File: src/rtl/l2_port_arbiter.sv
// Shares the single L2 line port between the L1 I-cache and D-cache; D-cache has priority
// with a starvation limit for the I-cache. Performance counters exist only with `define ARB_PERF_CNT_EN.
module l2_port_arbiter #(
  parameter int STARVE_LIMIT = 4,
  parameter int ADDR_W       = 16,
  parameter int LINE_W       = 128
) (
  input  logic              clk,
  input  logic              rst,
  input  logic              i_read,
  input  logic              i_write,
  input  logic [ADDR_W-1:0] i_address,
  input  logic [LINE_W-1:0] i_wdata,
  output logic              i_resp,
  output logic [LINE_W-1:0] i_rdata,
  input  logic              d_read,
  input  logic              d_write,
  input  logic [ADDR_W-1:0] d_address,
  input  logic [LINE_W-1:0] d_wdata,
  output logic              d_resp,
  output logic [LINE_W-1:0] d_rdata,
  output logic              l2_read,
  output logic              l2_write,
  output logic [ADDR_W-1:0] l2_address,
  output logic [LINE_W-1:0] l2_wdata,
  input  logic              l2_resp,
  input  logic [LINE_W-1:0] l2_rdata,
  output logic [1:0]        owner,
  output logic [15:0]       i_grants,
  output logic [15:0]       d_grants,
  output logic [15:0]       conflicts
);

  typedef enum logic [1:0] {
    IDLE    = 2'd0,
    GRANT_I = 2'd1,
    GRANT_D = 2'd2,
    RELEASE = 2'd3
  } state_t;

  localparam logic [3:0] STREAK_MAX = 4'(STARVE_LIMIT);
  localparam logic [1:0] OWN_NONE   = 2'b00;
  localparam logic [1:0] OWN_I      = 2'b01;
  localparam logic [1:0] OWN_D      = 2'b10;

  state_t            state_r;
  state_t            state_nxt_s;
  logic [ADDR_W-1:0] addr_r;
  logic [LINE_W-1:0] wdata_r;
  logic              l2_read_r;
  logic              l2_write_r;
  logic [1:0]        owner_r;
  logic [3:0]        streak_r;
  logic              i_req_s;
  logic              d_req_s;
  logic              grant_i_s;
  logic              grant_d_s;
  logic              done_s;
  logic [ADDR_W-1:0] sel_addr_s;
  logic [LINE_W-1:0] sel_wdata_s;
  logic              sel_write_s;

  assign i_req_s = i_read | i_write;
  assign d_req_s = d_read | d_write;

  // Next-state decode and grant selection
  always_comb begin
    state_nxt_s = state_r;
    grant_i_s   = 1'b0;
    grant_d_s   = 1'b0;
    done_s      = 1'b0;
    case (state_r)
      IDLE: begin
        if (i_req_s && d_req_s) begin
          if (streak_r == STREAK_MAX) begin
            grant_i_s = 1'b1;
          end else begin
            grant_d_s = 1'b1;
          end
        end else if (i_req_s) begin
          grant_i_s = 1'b1;
        end else if (d_req_s) begin
          grant_d_s = 1'b1;
        end else begin
          grant_i_s = 1'b0;
          grant_d_s = 1'b0;
        end
        if (grant_i_s) begin
          state_nxt_s = GRANT_I;
        end else if (grant_d_s) begin
          state_nxt_s = GRANT_D;
        end else begin
          state_nxt_s = IDLE;
        end
      end
      GRANT_I, GRANT_D: begin
        if (l2_resp) begin
          done_s      = 1'b1;
          state_nxt_s = RELEASE;
        end else begin
          state_nxt_s = state_r;
        end
      end
      RELEASE: state_nxt_s = IDLE;
      default: state_nxt_s = IDLE;
    endcase
  end

  // Request fields of the cache being granted this cycle
  always_comb begin
    if (grant_i_s) begin
      sel_addr_s  = i_address;
      sel_wdata_s = i_wdata;
      sel_write_s = i_write;
    end else begin
      sel_addr_s  = d_address;
      sel_wdata_s = d_wdata;
      sel_write_s = d_write;
    end
  end

  // State register, latched request and L2 strobes
  always_ff @(posedge clk) begin
    if (rst) begin
      state_r    <= IDLE;
      addr_r     <= {ADDR_W{1'b0}};
      wdata_r    <= {LINE_W{1'b0}};
      l2_read_r  <= 1'b0;
      l2_write_r <= 1'b0;
      owner_r    <= OWN_NONE;
    end else begin
      state_r <= state_nxt_s;
      if (grant_i_s || grant_d_s) begin
        addr_r     <= sel_addr_s;
        wdata_r    <= sel_wdata_s;
        l2_write_r <= sel_write_s;
        l2_read_r  <= ~sel_write_s;  // write wins when both ops are asserted
        owner_r    <= grant_i_s ? OWN_I : OWN_D;
      end else if (done_s) begin
        l2_read_r  <= 1'b0;
        l2_write_r <= 1'b0;
        owner_r    <= OWN_NONE;
      end else begin
        l2_read_r  <= l2_read_r;
        l2_write_r <= l2_write_r;
        owner_r    <= owner_r;
      end
    end
  end

  // Consecutive D grants while the I-cache is kept waiting
  always_ff @(posedge clk) begin
    if (rst) begin
      streak_r <= 4'd0;
    end else if (grant_i_s) begin
      streak_r <= 4'd0;
    end else if (grant_d_s) begin
      if (i_req_s) begin
        streak_r <= (streak_r == STREAK_MAX) ? STREAK_MAX : streak_r + 4'd1;
      end else begin
        streak_r <= 4'd0;
      end
    end else begin
      streak_r <= streak_r;
    end
  end

  assign l2_read    = l2_read_r;
  assign l2_write   = l2_write_r;
  assign l2_address = addr_r;
  assign l2_wdata   = wdata_r;
  assign owner      = owner_r;
  assign i_resp     = (state_r == GRANT_I) & l2_resp;
  assign d_resp     = (state_r == GRANT_D) & l2_resp;
  assign i_rdata    = l2_rdata;
  assign d_rdata    = l2_rdata;

`ifdef ARB_PERF_CNT_EN
  logic [15:0] i_grants_r;
  logic [15:0] d_grants_r;
  logic [15:0] conflicts_r;
  logic        conflict_s;

  assign conflict_s = (state_r == IDLE) & i_req_s & d_req_s;

  // Saturating grant and contention counters
  always_ff @(posedge clk) begin
    if (rst) begin
      i_grants_r  <= 16'd0;
      d_grants_r  <= 16'd0;
      conflicts_r <= 16'd0;
    end else begin
      if (grant_i_s && (i_grants_r != 16'hFFFF)) begin
        i_grants_r <= i_grants_r + 16'd1;
      end
      if (grant_d_s && (d_grants_r != 16'hFFFF)) begin
        d_grants_r <= d_grants_r + 16'd1;
      end
      if (conflict_s && (conflicts_r != 16'hFFFF)) begin
        conflicts_r <= conflicts_r + 16'd1;
      end
    end
  end

  assign i_grants  = i_grants_r;
  assign d_grants  = d_grants_r;
  assign conflicts = conflicts_r;
`else
  assign i_grants  = 16'd0;
  assign d_grants  = 16'd0;
  assign conflicts = 16'd0;
`endif

endmodule

File: config.mk
export PLATFORM = sky130hd
export DESIGN_NAME = l2_port_arbiter
export DESIGN_NICKNAME = d
export VERILOG_FILES = /design/src/rtl/l2_port_arbiter.sv
export SDC_FILE = /design/constraint.sdc
export NUM_CORES = 1
export LEC_CHECK = 0
export CORE_AREA = 3 3 341 343
export CTS_CLUSTER_DIAMETER = 150
export DETAILED_ROUTE_END_ITERATION = 8
export DIE_AREA = 0 0 344 346
export DONT_BUFFER_PORTS = 1
export PLACE_DENSITY = 0.3
export SYNTH_ARGS = -nofsm -noshare
export SYNTH_HDL_FRONTEND = slang
export SYNTH_SLANG_ARGS = --single-unit
File: constraint.sdc
create_clock -name clk -period 1.73 [get_ports clk]
set_input_delay 0.2595 -clock clk [delete_from_list [all_inputs] [get_ports clk]]
set_output_delay 0.2595 -clock clk [all_outputs]
set_load 0.01 [all_outputs]
==> results.json <==
{
  "status": "finished with violations",
  "violations": "hold timing, setup timing",
  "cts.clk_slew.worst_paths_ns": 0.08,
  "hold_path.class": "in -> reg",
  "fin_ws_ns": -0.0778,
  "ys_seq_area_frac": 0.364,
  "grt_setup_unrepaired": "yes",
  "cts_tree": "yes",
  "grt_pass1_vias": 6644,
  "drive_gt1_frac": 0.215,
  "clk_latency_ns": 0.51,
  "synth-edff-count": 0,
  "start_kind": "flop",
  "met1_usage": 0.0688,
  "fin_worst_skew_ns": 0.0155,
  "fillers": 13250,
  "register_area_mm2": 0.00309,
  "gr-usage-met2": 0.110,
  "antenna_found_initial": 6,
  "synth_seq_cells": 154,
  "use_met3": 0.0368,
  "port_buffers": 0,
  "wl_um": 45600,
  "hold_viol_final": 147,
  "gp_congestion": 0.780,
  "crit_path_end_kind": "flop",
  "max_freq_mhz": 553,
  "dp.cells": 2236,
  "placed_area_mm2": 0.00822,
  "setup_violations": 79,
  "grt-ovfl-total": 0,
  "worstSetupPathType": "reg -> reg",
  "syn_inst": 1013,
  "post-route-util": 0.0904,
  "clk_path_buf_depth": 2,
  "netlist.area_leader.share": 0.364,
  "avgSynthCellArea_um2": 8.36,
  "finalMaxSlewViolations": 0,
  "synthTopCellsByArea": "dfxtp_1, buf_4, a22oi_1",
  "grt_max_degree": 154,
  "peakVddDrop_mv": 0.779,
  "crit_required_ns": 2.13,
  "die_w_um": 344,
  "track_usage": 0.0702,
  "fin_crit_ns": 1.81,
  "ant_nets": 0,
  "top_usage_layer": "met2",
  "ys_types": 30,
  "syn-cell-area_mm2": 0.00847,
  "area_delta_synth_final_pct": 21.5,
  "async_flop_share": 0,
  "period_share": 1.04,
  "wire_per_inst_um": 19.4,
  "first_pass_iters": 5,
  "cp_max_fo": 5,
  "cts_buffers": 17,
  "cap_violations": 0,
  "via_per_inst": 2.73,
  "initial_core_util": 0.0744,
  "h-tree-depth": 4,
  "root_buffer": "clkbuf_16",
  "fin_hold_ws_ns": -0.183,
  "grt_pass1_wl_um": 55400,
  "drc": 0,
  "vias": 6427,
  "crit_arrival_ns": 2.20,
  "ios": 877,
  "final_cell_area_mm2": 0.0103,
  "synth_top_area_cell": "dfxtp_1",
  "drtIter0Drc": 274,
  "fp.dieH_um": 346,
  "synthFlopType": "dfxtp_1",
  "dp_hpwl_um": 31900,
  "instances_no_fill": 2354,
  "dieArea_mm2": 0.119,
  "maxSlewHeadroom": 0.468,
  "placementRows": 124,
  "power_density_mw_per_mm2": 1610,
  "final_nets": 1253,
  "yosys_warnings": 0,
  "worst_slew_pin_slew_ns": 0.795,
  "clock_sink_count": 154,
  "coreArea_mm2": 0.114,
  "multiInputGateArea_mm2": 0.00331,
  "power.leakage_nw": 3.23
}
==> timing repair <==
item,4_1_cts,5_1_grt
setup buffers,7,3
hold buffers,58,1
setup endpoints to repair,116,150
endpoints found under the hold margin,154,152
gates resized for setup,46,68
pin swaps,30,25
cloned,8,6
==> cells by family (layout without fill, tap and decap cells) <==
kind of cell / count (synthesis) / count (layout) / share of synthesized area
compound gates: 308 / 308 / 0.229
fa+ha+maj: 5 / 5 / 0.00738
buf+inv: 373 / 151 / 0.318
flops: 154 / 154 / 0.364
simple gates: 171 / 171 / 0.0800
other cells: 1 / 52 / 0.000443
mux: 1 / 1 / 0.00118
==> worst max-delay path, stage by stage, from the launching register on <==
cell and delay, ns:
dfxtp_2 0.34, inv_2 0.05, ha_4 0.15, and3b_2 0.21
o221a_4 0.24, buf_12 0.15, buf_12 0.13, buf_16 0.14
a22oi_2 0.18, a21oi_1 0.09
==> stage by stage <==
step / power, W / worst slack (ns) / TNS [ns]
after floorplan: 0.00955 / 0.00774 / 0
after global placement: 0.0109 / -0.0965 / -2.66
after detailed placement: 0.0110 / -0.0919 / -4.06
after CTS: 0.0162 / -0.0589 / -2.04
after global routing: 0.0179 / -0.143 / -11.52
final: 0.0166 / -0.0778 / -2.25
==> placed cells by master, fill, tap and decap left out, types with 5 or more instances in the layout <==
master / Yosys / layout
a21oi_1: 151 / 148
a22oi_1: 145 / 74
a22oi_2: 0 / 71
buf_12: 0 / 5
buf_16: 0 / 12
buf_4: 318 / 31
clkbuf_16: 0 / 22
conb_1: 1 / 48
dfxtp_1: 154 / 150
dlygate4sd3_1: 0 / 59
nand2_1: 147 / 146
nor2_1: 9 / 9
==> synthesized netlist by cell type, types with 2 or more instances <==
| cell | count |
|---|---|
| o21ai_0 | 4 |
| nor2_1 | 9 |
| buf_4 | 318 |
| dfxtp_1 | 154 |
| clkbuf_1 | 26 |
| buf_2 | 10 |
| nand2_1 | 147 |
| a22oi_1 | 145 |
| and2_1 | 3 |
| inv_1 | 4 |
| ha_1 | 5 |
| a21oi_1 | 151 |
| buf_6 | 12 |
| nand2b_1 | 2 |
| buf_1 | 3 |
| nor3_1 | 5 |
| o21a_1 | 2 |
==> power by group <==
part | total [W] | switching, W | internal, W
Combinational | 0.00670 | 0.00402 | 0.00268
Clock | 0.00394 | 0.00187 | 0.00206
Sequential | 0.00594 | 0.00142 | 0.00452
Total | 0.0166 | 0.00731 | 0.00926
==> sequential cells by signal, indices dropped and copies added (netlist names) <==
signal / count
l2_wdata: 128
l2_address: 16
streak_r: 4
owner: 2
state_r: 2
l2_read: 1
l2_write: 1
==> worst paths after layout <==
kind / slack, ns / end / depth (start not counted) / from
min reg2reg: 0.51 / streak_r[3]$_SDFFE_PP0P_ / 2 / streak_r[3]$_SDFFE_PP0P_
max: -0.08 / l2_wdata[104]$_SDFFE_PP0P_ / 9 / streak_r[0]$_SDFFE_PP0P_
min: -0.18 / l2_wdata[13]$_SDFFE_PP0P_ / 1 / rst
max reg2reg: -0.08 / l2_wdata[104]$_SDFFE_PP0P_ / 9 / streak_r[0]$_SDFFE_PP0P_
==> area by class of cell <==
type | instances | share of cell area
Antenna cell | 4 | 0.000972
Clock buffer | 20 | 0.0443
Clock inverter | 12 | 0.0111
Inverter | 4 | 0.00146
Multi-Input combinational cell | 533 | 0.321
Sequential cell | 154 | 0.300
Tap cell | 1512 | 0.184
Timing Repair Buffer | 115 | 0.137
==> metal layers <==
metal | part of all wire | up-vias
met1 | 0.36 | 3015
li1 | - | 2765
met4 | 0.071 | 2
met5 | 0.00029 | -
met3 | 0.12 | 155
met2 | 0.46 | 490
(Power assumes the default switching activity.)
==> RTL change 1, RTL diff (same flow settings) <==
Add a define of `ARB_PERF_CNT_EN`.
--- a/src/rtl/l2_port_arbiter.sv
+++ b/src/rtl/l2_port_arbiter.sv
@@ -1,5 +1,7 @@
 // Shares the single L2 line port between the L1 I-cache and D-cache; D-cache has priority
 // with a starvation limit for the I-cache. Performance counters exist only with `define ARB_PERF_CNT_EN.
+`define ARB_PERF_CNT_EN
+
 module l2_port_arbiter #(
   parameter int STARVE_LIMIT = 4,
   parameter int ADDR_W       = 16,
Formal check against the unedited RTL: not equivalent (a bounded check fails within 4 cycles, from zero or initial values and one cycle with rst high).
==> RTL change 1 against the unedited design <==
- the run still ends with negative hold slack, negative setup slack left
- sequential cell count up 48
- final area up 70%
- sequential share of layout area down 6.8 points
- wire length up 27%
- synthesized area up 28%
- die area unchanged
- setup slack worse by 0.11 ns
- fmax down 5.7%
- sequential power up 44%
- power up 59%
- worst hold slack worse by 0.089 ns
- largest cell class unchanged
==> RTL change 1: results (changes against the unedited design) <==
* Synth unique cells at 48 (was 30)
* Maximum vdd drop at 0.000721 V (was 0.000779 V)
* Vias per std cell at 3.40 (was 2.73)
* Post-synthesis xor/xnor area fraction at 3.38% (was 0%)
* Compound-cell area share of the yosys netlist at 13.6% (was 22.9%)
* M1 WL at 21,000 um (was 16,200 um)
* Final hold violation count at 138 (was 147)
* Post-synth top cells: nand2_1 (307), buf_4 (256), nor2_1 (204), dfxtp_1 (202), a311oi_1 (145) (was buf_4 (318), dfxtp_1 (154), a21oi_1 (151), nand2_1 (147), a22oi_1 (145))
* Place WS at -0.259 ns (was -0.0919 ns)
* Worst-margin pin slew at 0.591 ns (was 0.795 ns)
* Status: finished, violations left (unchanged)
* Dpl hpwl at 39,200 um (was 31,900 um)
* Total track usage at 8.33% (was 7.02%)
* CP Max Fanout at 7 (was 5)
* GR Util met3 at 4.03% (was 3.68%)
* WL final at 57,800 um (was 45,600 um)
* Met2 Use GR at 14.2% (was 11.0%)
* H-tree depth at 1 (was 4)
* Synth area leaders: dfxtp_1 (37%), buf_4 (18%), a311oi_1 (12%), nand2_1 (11%), nor2_1 (7.0%) (was dfxtp_1 (36%), buf_4 (28%), a22oi_1 (13%), a21oi_1 (8.9%), nand2_1 (6.5%))
* Leakage power at 6.40 nW (was 3.23 nW)
* Post-Place Cell Area at 11,900 um^2 (was 8220 um^2)
* Clock skew after layout at 0.0388 ns (was 0.0155 ns)
* First-pass GRT wire length at 72,100 um (was 55,400 um)
* Setup violations, final at 163 (was 79)
* Worst-skew pair later-pin latency at 0.63 ns (was 0.51 ns)
* Cts bufs inserted at 30 (was 17)
* Clock Path Buffers at 3 (was 2)
* CP arrival at 2.44 ns (was 2.20 ns)
* Register area share after synthesis at 37.2% (was 36.4%)
* DRT iter0 DRCs at 471 (was 274)
* Final setup margin at -0.187 ns (was -0.0778 ns)
* GRT met1 Usage at 8.71% (was 6.88%)
* Mux contribution to synthesized area at 0.230% (was 0.118%)
* Synth Area in Adders at 0.920% (was 0.738%)
* Metal2 WL at 27,900 um (was 20,900 um)
* Final core utilization at 15.3% (was 9.04%)
* Initial antenna violation count at 4 (was 6)
* Vias in the first global route at 9,660 (was 6,644)
* Worst hold slack at -0.272 ns (was -0.183 ns)
* Failing checks: negative hold slack, negative setup slack (unchanged)
* Setup TNS Final at -11.29 ns (was -2.25 ns)
* Gate Count Post-Synth at 1,394 (was 1,013)
* Placed cells at 2,702 (was 2,236)
* Met3 WL at 6530 um (was 5270 um)
* Final GP Congestion at 0.756 (was 0.780)
* Largest net degree at the start of global routing at 204 (was 154)
* Nets at 1,967 (was 1,253)
[RTL change 1: cell count changes after synthesis, moves of 12 or more]
cell,change
nor2_1,+195
nand2_1,+160
a22oi_1,-144
a311oi_1,+144
a21oi_1,-142
buf_4,-62
dfxtp_1,+48
clkbuf_1,+44
xnor2_1,+29
nand3_1,+19
nand4_1,+17
nor4_1,+15
xor2_1,+13
buf_6,-12
[RTL change 1: worst max-delay path, cell delays in order (launching register included)]
cell      delay (ns)
dfxtp_2         0.34
inv_2           0.05
ha_4            0.15
and3b_2         0.22
o21ai_4         0.17
buf_8           0.15
buf_4           0.17
buf_6           0.16
nand2_1         0.08
a311oi_1        0.31
[RTL change 1: report_power, final]
part,total [mW],internal [mW],leakage (nW),switching (mW)
logic,10.9,5.28,4.19,5.63
clock network,6.86,4.24,0.537,2.62
registers,8.56,6.29,1.67,2.27
total,26.3,15.8,6.40,10.5
[RTL change 1: cell type report]
type                            instances  area share, %
Multi-Input combinational cell        837           30.2
Timing Repair Buffer                  458           29.2
Sequential cell                       202           23.2
Tap cell                             1512           10.8
Clock buffer                           44           5.23
Clock inverter                         10           1.06
Inverter                                7          0.150
Antenna cell                            4         0.0573
[RTL change 1: repair_timing]
item                       in CTS  in global routing
gates resized for setup        96                137
pin swaps                      88                 91
hold buffers                  135                122
hold endpoints to repair      202                201
setup endpoints to repair     190                194
gates cloned                    9                 17
setup buffers                  14                 19
[RTL change 1: final timing paths]
kind | from | end | slack [ns] | depth (start not counted)
worst max-delay path | streak_r[0] | l2_wdata[4] | -0.19 | 9
worst min-delay path | rst | d_grants[1] | -0.27 | 1
worst min register to register | l2_wdata[57] | l2_wdata[57] | 0.51 | 2
worst max register to register | streak_r[0] | l2_wdata[4] | -0.19 | 9
==> RTL change 2, RTL diff (same settings) <==
Made on the original files. Re-encode `state_t` (4 states) as one-hot, 4 bits wide.
--- a/src/rtl/l2_port_arbiter.sv
+++ b/src/rtl/l2_port_arbiter.sv
@@ -31,11 +31,11 @@
   output logic [15:0]       conflicts
 );
 
-  typedef enum logic [1:0] {
-    IDLE    = 2'd0,
-    GRANT_I = 2'd1,
-    GRANT_D = 2'd2,
-    RELEASE = 2'd3
+  typedef enum logic [3:0] {
+    IDLE    = 4'b0001,
+    GRANT_I = 4'b0010,
+    GRANT_D = 4'b0100,
+    RELEASE = 4'b1000
   } state_t;
 
   localparam logic [3:0] STREAK_MAX = 4'(STARVE_LIMIT);
Function: no difference found for any inputs over 4 cycles, from zero or initial values and one cycle with rst high; so few cycles prove little.
==> RTL change 2 against the unedited design <==
- the run still ends with negative hold slack, negative setup slack left
- first-iteration DRC count grew 14%
- wire length grew 4.4%
- synthesized area grew 6.8%
- setup slack lost 0.34 ns
- power shrank 9.0%
- sequential cell count grew 2
- clock power grew 7.4%
- critical path depth shrank 2
- sequential power shrank 7.9%
- core utilization grew 1.4 points
- final area grew 15%
- cell count grew 7.7%
- critical path type unchanged
- largest power group is now sequential cells
==> RTL change 2: results (changes against the unedited design) <==
* Failing checks: negative hold slack, negative setup slack (unchanged)
* Initial antenna violation count at 1 (was 6)
* Setup TNS Final at -55.79 ns (was -2.25 ns)
* Nets at 1,435 (was 1,253)
* Synth unique cells at 37 (was 30)
* CP arrival at 2.52 ns (was 2.20 ns)
* Slowest-stage cell, CP: or4b_4 (was dfxtp_2)
* Combinational power at 5.39 mW (was 6.70 mW)
* Post-synth top cells: buf_4 (306), nor2_1 (282), nor3_1 (159), dfxtp_1 (156), nor4_1 (134) (was buf_4 (318), dfxtp_1 (154), a21oi_1 (151), nand2_1 (147), a22oi_1 (145))
* Final hold violation count at 138 (was 147)
* Seq cells at 156 (was 154)
* Final setup margin at -0.418 ns (was -0.0778 ns)
* Power Density at 1270 nW/um^2 (was 1610 nW/um^2)
* Synth area leaders: dfxtp_1 (34%), buf_4 (25%), nor2_1 (12%), nor4_1 (9.3%), nor3_1 (8.8%) (was dfxtp_1 (36%), buf_4 (28%), a22oi_1 (13%), a21oi_1 (8.9%), nand2_1 (6.5%))
* CP Max Fanout at 20 (was 5)
* Final GP Congestion at 0.731 (was 0.780)
* Clock network area share at 5.26% (was 5.54%)
* First-pass GRT wire length at 55,400 um (about the same)
* Vias in the first global route at 7,327 (was 6,644)
* Cell Count, Final, Fillers Out at 2,536 (was 2,354)
* DR vias at 7,478 (was 6,427)
* Setup violations, final at 154 (was 79)
* End of the critical path: l2_wdata[118] (was l2_wdata[104])
* Leakage power at 4.01 nW (was 3.23 nW)
* Largest net degree at the start of global routing at 156 (was 154)
* Clock net power at 4.23 mW (was 3.94 mW)
* Worst hold slack at -0.175 ns (was -0.183 ns)
* Place WS at -0.509 ns (was -0.0919 ns)
* Gate Count Post-Synth at 1,179 (was 1,013)
* Fillers at 13,200 (was 13,300)
* Wirelength per Cell at 18.8 um (was 19.4 um)
* WHS Endpoint: l2_wdata[102] (was l2_wdata[13])
* Placed cells at 2,442 (was 2,236)
* CP peak stage delay at 0.61 ns (was 0.34 ns)
* Clock skew after layout at 0.0174 ns (was 0.0155 ns)
* Area of the multi-input gates at 4170 um^2 (was 3310 um^2)
* Register area share after synthesis at 34.5% (was 36.4%)
* DRT Pass-1 Iters at 4 (was 5)
* Status: finished, violations left (unchanged)
* Seq/total area at 26.3% (was 30.0%)
* Maximum vdd drop at 0.000860 V (was 0.000779 V)
* DRT iter0 DRCs at 313 (was 274)
* Share of layout cells above drive strength 1 at 32.0% (was 21.5%)
* Area share of buffers outside the clock network at 17.3% (was 13.7%)
* Buffers excl. clock at 152 (was 115)
* Dpl hpwl at 31,700 um (was 31,900 um)
==> RTL change 2: cell types whose count changed in the layout (fill, tap and decap cells not counted), sizes merged, moves of 4 or more <==
cell / before / now
clkbuf: 25 / 30
nor4: 0 / 145
nor3b: 0 / 4
nand3: 1 / 5
a21oi: 151 / 8
dlygate4sd3: 59 / 19
nand2: 147 / 2
buf: 51 / 120
a22oi: 145 / 1
nor3: 5 / 159
nor2: 9 / 283
==> RTL change 2: what timing repair did <==
| action | in CTS | in global routing |
|---|---|---|
| hold endpoints to repair | 156 | 156 |
| pin swaps | 9 | 19 |
| setup buffers | 11 | 12 |
| resized for setup | 46 | 119 |
| setup endpoints to repair | 156 | 156 |
| gates cloned | 7 | 15 |
| hold buffers | 8 | 11 |
==> RTL change 2: cell families (layout without fill, tap and decap cells) <==
| group | after synthesis | count (layout) | share of synthesized area, % |
|---|---|---|---|
| AOI/OAI and AO/OA | 20 | 20 | 1.71 |
| xor gates and xnor gates | 1 | 1 | 0.0968 |
| adders and majority gates | 2 | 2 | 0.276 |
| buffers and inverters | 390 | 187 | 30.4 |
| DFF | 156 | 156 | 34.5 |
| muxes | 1 | 1 | 0.111 |
| other | 1 | 49 | 0.0414 |
| and+or+nand+nor | 608 | 608 | 32.9 |
==> RTL change 2: metal layers <==
layer	routed length [um]	part of all wire, %	track usage (%)	vias up
met5	0	0	0	-
met4	3440	7.2	5.88	0
met3	5010	11	3.34	200
met2	23800	50	11.1	442
met1	15400	32	6.16	3526
li1	-	-	-	3310
==> RTL change 2: critical path, delay by kind of cell, from the launching register on <==
family	cells	cell delay (ns)
and+or+nand+nor	3	0.85
buffers and inverters	3	0.53
DFF	1	0.32
AOI/OAI and AO/OA	1	0.28
